==> src/rtl/display_pkg.sv <==
// Shared types and constants for the segment-display scheduler.
// A frame is four 5-bit digits ({dp, hex}); digit d sits at [5d+4:5d].
package display_pkg;

    localparam int DIGITS = 4;

    typedef logic [4:0]  digit_t;
    typedef logic [19:0] frame_t;

    typedef enum logic {IDLE, SHOW} state_t;

    // Bits needed for a counter that runs 0..n-1; never narrower than 1 bit.
    function automatic int cnt_w(input int n);
        return (n <= 1) ? 1 : $clog2(n);
    endfunction

endpackage

==> src/rtl/display_rr_pick.sv <==
// Combinational round-robin picker.
// Searches i_req upward starting at i_ptr+1 (with wrap) and reports the
// first set bit. i_ptr itself is checked last, so the last winner has the
// lowest priority.
// Ports:
//   i_req  - request vector, one bit per requester
//   i_ptr  - index of the last granted requester
//   o_vld  - at least one request is set
//   o_idx  - index of the selected requester (valid when o_vld)
module display_rr_pick #(
    parameter int N     = 4,
    parameter int IDX_W = (N <= 2) ? 1 : $clog2(N)
) (
    input  logic [N-1:0]     i_req,
    input  logic [IDX_W-1:0] i_ptr,
    output logic             o_vld,
    output logic [IDX_W-1:0] o_idx
);

    logic [IDX_W-1:0] w_cand;

    always_comb begin
        o_vld  = 1'b0;
        o_idx  = '0;
        w_cand = '0;
        // Walk from farthest to nearest so the nearest set bit wins.
        for (int i = N; i >= 1; i--) begin
            w_cand = IDX_W'((int'(i_ptr) + i) % N);
            if (i_req[w_cand]) begin
                o_vld = 1'b1;
                o_idx = w_cand;
            end
        end
    end

endmodule

==> src/rtl/display_scheduler.sv <==
// Time-shares the 4-digit segment display between NUM_REQ requesters.
// Requests are granted round-robin; a granted frame is held for
// HOLD_TICKS*TICK_DIV cycles, optionally blinking against IdleFrame.
// Ports:
//   Clk, Reset  - clock, synchronous active-high reset
//   ReqValid    - pending request per requester (sampled only in IDLE)
//   ReqFrame    - frame of requester n at [20n+19:20n]
//   ReqBlink    - blink flag per requester, captured with the frame
//   IdleFrame   - frame shown when no grant is active / blink off phase
//   ReqAck      - one-cycle pulse when a frame is captured
//   ReqDone     - one-cycle pulse when the hold time expires
//   Values      - registered digit values for the display multiplexer
//   Busy        - high while a frame is being shown
//   GrantId     - current or last granted requester
module display_scheduler
    import display_pkg::*;
#(
    parameter int NUM_REQ     = 4,
    parameter int TICK_DIV    = 50000,
    parameter int HOLD_TICKS  = 1000,
    parameter int BLINK_TICKS = 250
) (
    input  logic                       Clk,
    input  logic                       Reset,
    input  logic [NUM_REQ-1:0]         ReqValid,
    input  logic [20*NUM_REQ-1:0]      ReqFrame,
    input  logic [NUM_REQ-1:0]         ReqBlink,
    input  logic [19:0]                IdleFrame,
    output logic [NUM_REQ-1:0]         ReqAck,
    output logic [NUM_REQ-1:0]         ReqDone,
    output logic [4:0]                 Values [0:DIGITS-1],
    output logic                       Busy,
    output logic [$clog2(NUM_REQ)-1:0] GrantId
);

    localparam int IDX_W = $clog2(NUM_REQ);
    localparam int DIV_W = cnt_w(TICK_DIV);
    localparam int HLD_W = cnt_w(HOLD_TICKS);
    localparam int BLK_W = cnt_w(BLINK_TICKS);

    state_t           r_state, w_nxt_state;
    logic [DIV_W-1:0] r_div,   w_nxt_div;
    logic [HLD_W-1:0] r_hold,  w_nxt_hold;
    logic [BLK_W-1:0] r_bcnt,  w_nxt_bcnt;
    logic             r_phase, w_nxt_phase;  // 1 = blink on phase
    logic             r_blink, w_nxt_blink;
    frame_t           r_frame, w_nxt_frame;
    logic [IDX_W-1:0] r_grant, w_nxt_grant;
    logic [IDX_W-1:0] r_ptr,   w_nxt_ptr;
    logic [NUM_REQ-1:0] w_ack, w_done;
    logic             w_tick, w_last;
    frame_t           w_val;

    logic             w_pick_vld;
    logic [IDX_W-1:0] w_pick_idx;

    display_rr_pick #(.N(NUM_REQ), .IDX_W(IDX_W)) u_pick (
        .i_req (ReqValid),
        .i_ptr (r_ptr),
        .o_vld (w_pick_vld),
        .o_idx (w_pick_idx)
    );

    always_comb begin
        w_nxt_state = r_state;
        w_nxt_div   = r_div;
        w_nxt_hold  = r_hold;
        w_nxt_bcnt  = r_bcnt;
        w_nxt_phase = r_phase;
        w_nxt_blink = r_blink;
        w_nxt_frame = r_frame;
        w_nxt_grant = r_grant;
        w_nxt_ptr   = r_ptr;
        w_ack       = '0;
        w_done      = '0;
        w_tick      = (r_div == DIV_W'(TICK_DIV - 1));
        w_last      = w_tick && (r_hold == HLD_W'(HOLD_TICKS - 1));

        case (r_state)
            IDLE: begin
                if (w_pick_vld) begin
                    w_nxt_state        = SHOW;
                    w_nxt_div          = '0;
                    w_nxt_hold         = '0;
                    w_nxt_bcnt         = '0;
                    w_nxt_phase        = 1'b1;
                    w_nxt_frame        = ReqFrame[20*w_pick_idx +: 20];
                    w_nxt_blink        = ReqBlink[w_pick_idx];
                    w_nxt_grant        = w_pick_idx;
                    w_nxt_ptr          = w_pick_idx;
                    w_ack[w_pick_idx]  = 1'b1;
                end
            end
            SHOW: begin
                if (w_last) begin
                    w_nxt_state     = IDLE;
                    w_done[r_grant] = 1'b1;
                end else if (w_tick) begin
                    w_nxt_div  = '0;
                    w_nxt_hold = r_hold + 1'b1;
                    if (r_bcnt == BLK_W'(BLINK_TICKS - 1)) begin
                        w_nxt_bcnt  = '0;
                        w_nxt_phase = ~r_phase;
                    end else begin
                        w_nxt_bcnt = r_bcnt + 1'b1;
                    end
                end else begin
                    w_nxt_div = r_div + 1'b1;
                end
            end
            default: w_nxt_state = IDLE;
        endcase

        // Values is registered, so it is derived from the next state.
        if (w_nxt_state == IDLE || (w_nxt_blink && !w_nxt_phase))
            w_val = IdleFrame;
        else
            w_val = w_nxt_frame;
    end

    always_ff @(posedge Clk) begin
        if (Reset) begin
            r_state <= IDLE;
            r_div   <= '0;
            r_hold  <= '0;
            r_bcnt  <= '0;
            r_phase <= 1'b0;
            r_blink <= 1'b0;
            r_frame <= '0;
            r_grant <= '0;
            r_ptr   <= IDX_W'(NUM_REQ - 1);
            ReqAck  <= '0;
            ReqDone <= '0;
            for (int d = 0; d < DIGITS; d++) Values[d] <= '0;
        end else begin
            r_state <= w_nxt_state;
            r_div   <= w_nxt_div;
            r_hold  <= w_nxt_hold;
            r_bcnt  <= w_nxt_bcnt;
            r_phase <= w_nxt_phase;
            r_blink <= w_nxt_blink;
            r_frame <= w_nxt_frame;
            r_grant <= w_nxt_grant;
            r_ptr   <= w_nxt_ptr;
            ReqAck  <= w_ack;
            ReqDone <= w_done;
            for (int d = 0; d < DIGITS; d++) Values[d] <= w_val[5*d +: 5];
        end
    end

    assign Busy    = (r_state == SHOW);
    assign GrantId = r_grant;

endmodule

==> config.mk <==
export PLATFORM = sky130hd
export DESIGN_NAME = display_scheduler
export DESIGN_NICKNAME = d
export VERILOG_FILES = /design/src/rtl/display_pkg.sv /design/src/rtl/display_rr_pick.sv /design/src/rtl/display_scheduler.sv
export SDC_FILE = /design/constraint.sdc
export NUM_CORES = 1
export LEC_CHECK = 0
export CAP_MARGIN = 20
export CORE_MARGIN = 8
export CORE_UTILIZATION = 32
export CTS_BUF_LIST = sky130_fd_sc_hd__clkbuf_8
export CTS_CLUSTER_SIZE = 8
export DETAILED_ROUTE_END_ITERATION = 6
export GPL_ROUTABILITY_DRIVEN = 1
export PLACE_DENSITY_LB_ADDON = 0.2
export SLEW_MARGIN = 20
export SYNTH_ARGS = -nofsm -noshare
export SYNTH_HDL_FRONTEND = slang
export SYNTH_HIERARCHICAL = 1
export SYNTH_SLANG_ARGS = --single-unit
export TNS_END_PERCENT = 100
==> constraint.sdc <==
create_clock -name Clk -period 4.4 [get_ports Clk]
set_clock_uncertainty 0.2 [all_clocks]
set_input_delay 1.32 -clock Clk [delete_from_list [all_inputs] [get_ports Clk]]
set_output_delay 1.32 -clock Clk [all_outputs]
set_load 0.03 [all_outputs]
==> metrics.md <==
| Metric | Value |
|---|---|
| FF+latch area | around 0.0018 mm² |
| Synth area leader | dfxtp_1 |
| Fin crit share | 0.792 |
| Peak Freq | 287 MHz |
| Synth unique cells | 50 |
| First-pass GRT wire length | between 20000 and 25000 µm |
| Via-to-Cell Ratio | between 5 and 6 |
| Total clock sinks | about 90 |
| WL per Instance | 16.8 µm |
| Core footprint | 0.0137 mm² |
| Syn_nets | 587 |
| Drt total wl | around 13000 µm |
| Area of the multi-input gates | between 0.002 and 0.0025 mm² |
| Initial antenna violation count | 0 |
| Antenna-violating nets left | 0 |
| Initial DRC count | between 300 and 400 |
| Final #Nets | roughly 700 |
| Number of global-route vias before repair | about 4k |
| Root buffer cell | clkbuf_8 |
| Critical path class | primary input to flop |
| Area contributors post-synth | dfxtp_1, mux4_2, mux2_4, a21oi_1, nand2_1 |
| RSZ-0062 raised after global routing | no |
| Routed vias | approximately 4.0k |
| CP Data Arrival Time | between 3 and 4 ns |
| Die width | 134 µm |
| CTS HTree Levels | 3 |
| YS warnings | 6 |
| Final hold vios | 0 |
| Main synth FF type | dfxtp_1 |
| Setup bufs post-CTS | 0 |
| Share of cells above drive strength 1 | 0.124 |
| Mean Syn Cell Area | slightly above 9 µm² |
| Port Buf Inserts | 140 |
| Max Cap Viol | 0 |
| Async SR Flop Fraction | 0 |
| Post-synth EDFFs | 0 |
| VDD IR-drop max | about 170 µV |
| Row count | between 40 and 50 |
| Crit path capture type | flop |
| TritonCTS buffer count | 9 |
| Cell Area, Synth | around 0.0044 mm² |
| Worst hold-check path type | flop to flop |
| Slew margin rel. | 0.382 |
| Register bit total from synthesis | ~90 |
| WP data required | between 4 and 5 ns |
| Layout filler cell count | approximately 1.4k |
| Pre-Repair DR Iteration Count | 4 |
| Gr usage total | 0.147 |
| DP Wirelength | between 9000 and 10000 µm |
| Cts repair resizes | 0 |
| Register area share after synthesis | 0.403 |
| Skew-Pair Late Insertion Delay | about 0.38 ns |
| Most common cell in the synthesized netlist | dfxtp_1 |
| Slew Viols, Final | 0 |
| Clk buf depth | 2 |
| DRC violations left | 0 |
| Die ar. | 0.0178 mm² |
| Initial Utilization | 0.324 |
| Least-Margin Pin Slew | about 0.93 ns |
| Synth cell count leaders | dfxtp_1, nand2_1, a21oi_1, nor2_1 |
| Hold Buf Count CTS | 0 |
| Largest net degree at the start of global routing | between 40 and 50 |
| Outcome | finished clean |
| Fin Setup TNS | 0 ns |
| Worst-path fanout max | 26 |
| Final Non-Filler Cells | between 700 and 800 |
| Crit path time final | 3.48 ns |
| Placed Cells | 767 |
| Gpl congestion | ~0.84 |
| Diode count | 0 |
| P_leak | approximately 2.1 nW |
| Area grow syn2layout | 39.6% |
| CTS tree | yes |
| Worst setup SP type | primary input |
| Clock transition at the registers of the reported paths | approximately 0.09 ns |
| Synth Instances | between 400 and 500 |
| Gr ovfl total | 0 |
| PwrDens | roughly 300 mW/mm² |
| Share of the synthesized area in the top cell type | 0.403 |
| Final setup fails | 0 |
| Ports | ~140 |
| Die Ht | around 130 µm |
[metrics by stage]
step / total power, mW / worst slack (ns) / utilization / instance area (µm²) / hold WS (ns)
after floorplan: 1.14 / 0.787 / - / 4420 / 0.232
after global placement: 1.33 / 0.548 / 0.437 / 5980 / 0.246
after detailed placement: 1.34 / 0.508 / 0.437 / 5980 / 0.256
after CTS: 1.91 / 0.915 / 0.452 / 6170 / 0.269
after global routing: 1.98 / 0.766 / 0.452 / 6170 / 0.284
final: 1.89 / 0.916 / 0.452 / 6170 / 0.267
[placed cells by master (no fill, tap or decap), types with 3 or more instances in the layout]
cell type,netlist,final
dfxtp_1,89,89
and2_1,3,3
nand2_1,68,68
a21oi_1,56,55
a211oi_1,5,5
nand3_1,15,15
and3_1,6,6
or4_1,6,6
nor3_1,5,5
clkdlybuf4s50_1,0,139
mux2_4,20,20
or3_1,13,13
a31oi_1,3,3
nor2_1,25,25
o21ai_0,16,16
nand2b_1,6,6
nand4_1,9,9
ha_1,4,4
a21oi_2,2,3
inv_1,5,6
nand3b_1,3,3
nand4b_1,3,3
nor2b_1,23,22
o31ai_1,3,3
o21ai_1,3,3
mux4_2,21,21
clkbuf_8,0,10
buf_4,0,5
nor4_1,5,5
[state kept, by name, summed over array words and instances (netlist names), 2 cells and up]
| register | cells |
|---|---|
| r_ptr | 2 |
| r_div | 16 |
| ReqDone | 4 |
| r_hold | 10 |
| r_frame | 20 |
| ReqAck | 4 |
| GrantId | 2 |
| r_bcnt | 8 |
| Values | 20 |
[where the power goes]
part           switching [mW]  leakage, nW  internal, mW
Sequential             0.0211        0.727         0.853
Combinational           0.196         1.30         0.249
Clock                   0.297       0.0995         0.274
[critical path, cell delays in order]
cell             delay (ns)
clkdlybuf4s50_1        0.52
and2b_1                0.17
a21oi_2                0.06
o221ai_4               0.20
buf_12                 0.24
mux4_2                 0.57
nand2_1                0.09
a21oi_1                0.07
mux2_4                 0.28
[final cells by class]
cell class / instances / share of cell area
clock buffer: 10 / 0.0223
clock inverter: 6 / 0.00952
inverter: 6 / 0.00365
multi-input combinational: 346 / 0.404
sequential: 89 / 0.289
tap: 180 / 0.0365
timing repair buffer: 146 / 0.235
[final timing paths]
path,start,end,slack [ns],depth (start not counted)
max,ReqValid[3],Values[18],0.92,9
min,r_frame[2],r_frame[2],0.27,2
max reg2reg,r_div[4],Values[10],1.16,5
min reg2reg,r_frame[2],r_frame[2],0.27,2
[metal layers]
metal,GRT usage,part of all wire
met2,0.257,0.52
met1,0.164,0.41
met3,0.0478,0.052
met4,0.0487,0.019
met5,0,0
[kinds of logic after synthesis]
kind of cell / after synthesis / share of synthesized area
and+or+nand+nor: 197 / 0.233
AOI/OAI and AO/OA: 100 / 0.132
adders and majority gates: 4 / 0.0113
DFF: 89 / 0.403
buffers and inverters: 38 / 0.0368
xor gates and xnor gates: 2 / 0.00396
muxes: 43 / 0.180
Power figures use the tool's default switching activity.
